--- config.mk ---
export PLATFORM = sky130hd
export DESIGN_NAME = seq_left_shifter
export DESIGN_NICKNAME = d
export VERILOG_FILES = /design/src/rtl/seq_left_shifter.sv
export SDC_FILE = /design/constraint.sdc
export NUM_CORES = 1
export LEC_CHECK = 0
export CAP_MARGIN = 20
export CORE_AREA = 2 2 40 42
export DETAILED_ROUTE_END_ITERATION = 8
export DIE_AREA = 0 0 42 44
export PLACE_DENSITY_LB_ADDON = 0.1
export SLEW_MARGIN = 5
export SYNTH_ARGS = -nofsm -noshare
export SYNTH_HDL_FRONTEND = slang
export SYNTH_SLANG_ARGS = --single-unit
export TNS_END_PERCENT = 50
--- constraint.sdc ---
create_clock -name clk -period 2.3 [get_ports clk]
set_input_delay 0.46 -clock clk [delete_from_list [all_inputs] [get_ports clk]]
set_output_delay 0.46 -clock clk [all_outputs]
set_load 0.01 [all_outputs]
--- src/rtl/seq_left_shifter.sv ---
// Multi-cycle left shifter: shifts A left by B positions, one bit per clock, filling with shift_bit.
// Shift amounts of WIDTH or more flush the operand completely.
module seq_left_shifter #(
  parameter int unsigned WIDTH = 4
) (
  input  logic             clk,
  input  logic             rst,
  input  logic             start,
  input  logic [WIDTH-1:0] A,
  input  logic [WIDTH-1:0] B,
  input  logic             shift_bit,
  output logic             busy,
  output logic             done,
  output logic [WIDTH-1:0] data_out,
  output logic             carry_out
);

  localparam int unsigned    CntW     = $clog2(WIDTH) + 1;
  localparam logic [WIDTH-1:0] WidthVal = WIDTH'(WIDTH);
  localparam logic [CntW-1:0]  CntFull  = CntW'(WIDTH);
  localparam logic [CntW-1:0]  CntOne   = CntW'(1);
  localparam logic [CntW-1:0]  CntZero  = '0;

  typedef enum logic [1:0] {StIdle, StShift, StDone} state_e;

  state_e            state_q;
  logic [CntW-1:0]   count_q;
  logic [CntW-1:0]   load_count;
  logic [WIDTH-1:0]  data_q;
  logic              carry_q;
  logic              fill_q;

  // Any amount at or beyond WIDTH saturates to a full flush.
  always_comb begin
    load_count = CntW'(B);
    if (B >= WidthVal) begin
      load_count = CntFull;
    end
  end

  always_ff @(posedge clk) begin
    if (rst) begin
      state_q <= StIdle;
      count_q <= CntZero;
      data_q  <= '0;
      carry_q <= 1'b0;
      fill_q  <= 1'b0;
    end else begin
      case (state_q)
        StIdle, StDone: begin
          if (start) begin
            data_q  <= A;
            fill_q  <= shift_bit;
            count_q <= load_count;
            carry_q <= 1'b0;
            state_q <= (load_count == CntZero) ? StDone : StShift;
          end else begin
            state_q <= StIdle;
          end
        end
        StShift: begin
          data_q  <= {data_q[WIDTH-2:0], fill_q};
          carry_q <= data_q[WIDTH-1];
          count_q <= count_q - CntOne;
          if (count_q == CntOne) begin
            state_q <= StDone;
          end
        end
        default: state_q <= StIdle;
      endcase
    end
  end

  assign busy      = (state_q == StShift);
  assign done      = (state_q == StDone);
  assign data_out  = data_q;
  assign carry_out = carry_q;

endmodule

# Word level (Yosys, flattened, before mapping)
# Cells that the tools add are included.
[totals]
output_inout_bits = 7
regBits = 11
word_cells = 29
input_bits = 12
[classes]
reduce_logical = 6
eq_ne = 5
add_sub_neg = 1
muxes = 11
magnitude_cmp = 1
[ops]
columns = ["cell", "count"]
rows = [
  ["one-hot mux 4 bit (2 select lines)", 1],
  ["two-way mux 2 bit", 3],
  ["two-way mux 3 bit", 2],
  ["one-hot mux 3 bit (2 select lines)", 1],
  ["greater-or-equal comparator 4 x 3 -> 1 bit, second input constant", 1],
  ["two-way mux 4 bit", 1],
  ["one-hot mux 2 bit (2 select lines)", 1],
  ["AND reduction 2 bit", 2],
  ["== test 3 x 1 -> 1 bit, second input constant", 1],
  ["logical NOT 3 bit", 1],
  ["subtractor 3 x 1 -> 3 bit, second input constant", 1],
  ["== test 2 x 1 -> 1 bit, second input constant", 1],
  ["== test 2 bit, second input constant", 1],
  ["logical NOT 2 bit", 1],
  ["inequality test 2 x 1 -> 1 bit, second input constant", 1],
  ["inequality test 2 bit, second input constant", 1],
  ["one-hot mux 1 bit (2 select lines)", 1],
  ["nonzero test 2 bit", 1],
  ["OR reduction 2 bit", 1],
  ["two-way mux 1 bit", 1],
]

# Depth between registers and ports, before layout
[depth]
ltp_word = 6
ltp_mapped = 5

# Least setup slack after synthesis
# Ideal clock, no wire load.
[synth_path]
path_type = "input port to flip-flop"
startpoint = "in B[0]"
endpoint = "reg state_q[0]"
stages = 3
slack_ns = 0.971
path_buffers = 0
t_arrival_ns = 1.201
required_ns = 2.172
cell_sequence = "or4_4 -> a22oi_1 -> nor2_1"
[synth_via]
elab_chain_len = 6
[synth_rtl]
columns = ["element", "line", "text"]
rows = [
  ["start: declaration", "10", "input logic [WIDTH-1:0] B,"],
  ["greater-or-equal comparator 4 x 3 -> 1 bit", "36", "if (B >= WidthVal) begin"],
  ["two-way mux 3 bit (*)", "36", ""],
  ["logical NOT 3 bit (*)", "56", "state_q <= (load_count == CntZero) ? StDone : StShift;"],
  ["two-way mux 2 bit (*)", "56", ""],
  ["two-way mux 2 bit (*)", "51", "if (start) begin"],
  ["one-hot mux 2 bit (2 select lines) (*)", "49", "case (state_q)"],
  ["end signal: assignment", "56", ""],
  ["end signal: assignment", "58", "state_q <= StIdle;"],
  ["end signal: assignment", "66", "state_q <= StDone;"],
  ["end: declaration", "26", "state_e state_q;"],
]
# Every way passes the cells marked *; elsewhere a longest branch is shown, timed or not.
# A chain may end at the register's enable or synchronous reset.

# Final worst setup path
[layout_path]
startpoint = "reg state_q[1]"
endpoint = "out busy"
[layout_via]
elab_chain_len = 1
[layout_rtl]
columns = ["element", "line", "text"]
rows = [
  ["start signal: assignment", "43", "state_q <= StIdle;"],
  ["start signal: assignment", "56", ""],
  ["start signal: assignment", "58", ""],
  ["== test 2 x 1 -> 1 bit", "74", "assign busy = (state_q == StShift);"],
  ["end: declaration", "12", "output logic busy,"],
]
# No other way between the ends.

==> results.cfg <==
[timing]
clock-skew-final_ps = 0.205
worst_pin_slew_ps = 516
timing.slew.headroom = 0.655
fin_crit_sh = 0.845
finalCriticalPeriod_ps = 1940
holdWs_ps = 479
drv_slew = 0
max_freq_ghz = 0.514
rsz0062_at_grt = no
finalHoldViolations = 0
setup_tns_ps = 0
setup_viol = 0

[routing]
vias_per_cell = 5.15
first_iter_violations = 13
dr.pass1.iters = 4
vias = 515
wl_per_cell_um = 13.1
drc_errors = 0
postRouteAntennaNets = 0
drt_wl_total_um = 1310

[final_layout]
final_layout_size_suffix_gt1_frac = 0.0714
syn_to_final_growth_pct = 41.0
antennaDiodeCount = 0
nNetsFinal = 99

[die]
num_rows = 14
core_area_sq_um = 1420
die_area_sq_um = 1850
die_w_um = 42
die_h_um = 44
start_util = 0.372
io_pins = 19

[hold_path]
hold_class = reg -> reg

[clocking]
clock-sinks = 11
cts_tree = done
cts-hold-fix-buffers = 0
htree_levels = 1
path_clk_slew_ps = 70
cts_setup_buffers = 0
cts_buffer_depth = 2
post_cts_resized = 0
cts_made_buffers = 3
root_buffer = clkbuf_4
insertion_delay_ps = 270

[placed_design]
io_buffers = 18
hpwl_um = 917
place_congestion = 0.747

[global_route]
grt_max_degree = 14
overflow = 0
grt_pass1_vias = 482
grt_use_total = 0.158
antenna_found_initial = 0
grt_pass1_wl_um = 2100

[yosys]
synth-main-ff-cell = dfxtp_1
avgSynthCellArea_sq_um = 8.12
synth-edff-count = 0
netlist_top_cells_area = dfxtp_1 42%, nand2_1 8.5%, a311oi_1 6.6%
synth_common_cells = 12 x nand2_1, 11 x dfxtp_1, 7 x nor2_1
synth_top_area_share = 0.417
ys_ff_latch = 11
yosysMostFrequentCell = nand2_1
async_flop_share = 0
netlist_instances = 65
ys_seq_area_frac = 0.417
synth_area_sq_um = 528
synth_top_area_cell = dfxtp_1
synth_nets = 79
ys_warn_count = 0
ys_types = 21

[critical_path]
start_kind = flip-flop
critical_path_class = reg -> out
worstPathRequired_ps = 1840
worstPathMaxFanout = 6
end_kind = output port
crit_arrival_ps = 1480

[pwr]
power_leakage_nw = 0.291
powerDensity_nw_per_um2 = 637
vdd_drop_max_v = 0.000289

[run_status]
status = complete, no violations

[run]
maxCapViolCount = 0
==> kinds of logic after synthesis <==
family	synth area share
compound gates	0.185
flops	0.417
buf+inv	0.0616
mux	0.0190
simple gates	0.270
fa+ha+maj	0.0474
==> registers in the layout, summed over array words and instances, names as in the netlist <==
name and flops:
count_q 3, data_out 4, state_q 2, carry_out 1, fill_q 1
==> worst max-delay path: stages, from the launching register on <==
cell,delay [ps]
dfxtp_1,310
nand2b_1,150
inv_1,180
clkdlybuf4s50_1,570
==> area by class of cell <==
class	instances	area, sq um
Clock buffer	4	26.3
Fill cell	133	674
Inverter	4	15.0
Multi-Input combinational cell	46	275
Sequential cell	11	220
Tap cell	16	20.0
Timing Repair Buffer	19	188
==> routing by layer <==
metal | up-vias | global-route usage | part of all wire
met3 | 4 | 0.0833 | 0.058
met4 | 0 | 0.0968 | 0.021
met5 | - | 0 | 0
met1 | 237 | 0.165 | 0.42
li1 | 262 | - | -
met2 | 12 | 0.253 | 0.50
==> power by group <==
group	leakage (nW)	internal (mW)	switching, mW
Combinational	0.185	0.0623	0.0553
Sequential	0.0907	0.209	0.0131
Clock	0.0150	0.0673	0.0678
==> layout by cell type (no fill, tap or decap) <==
master,count
clkdlybuf4s50_1,18
nand2_1,12
dfxtp_1,11
nor2_1,7
inv_1,4
a311oi_1,4
nand3_1,4
nand2b_1,3
a21oi_1,3
clkbuf_4,3
nor2b_1,2
ha_1,2
a31oi_1,1
or4_4,1
or2b_2,1
a22oi_1,1
a221oi_1,1
o22a_1,1
o32a_1,1
mux2i_1,1
o22ai_1,1
clkbuf_1,1
buf_4,1
==> worst paths after layout <==
path	from	slack (ps)	cells after the start	end
max reg2reg	state_q[0]$_SDFFE_PP0P_	1060	3	count_q[1]$_SDFFE_PP0P_
max	state_q[1]$_SDFFE_PP0P_	360	3	busy
min	fill_q$_SDFFE_PP0P_	480	2	fill_q$_SDFFE_PP0P_
min reg2reg	fill_q$_SDFFE_PP0P_	480	2	fill_q$_SDFFE_PP0P_
==> metrics by stage <==
step / utilization / power, mW / instance area, sq um / setup slack, ps / std cells
after global placement: 0.506 / 0.343 / 718 / 435 / 96
after global routing: 0.525 / 0.502 / 744 / 289 / 100
final: 0.525 / 0.475 / 744 / 356 / 100
after CTS: 0.525 / 0.479 / 744 / 342 / 100
after detailed placement: 0.506 / 0.344 / 718 / 424 / 96
after floorplan: - / 0.288 / 528 / 971 / 65
No activity file was read; power rests on OpenSTA's default activity.
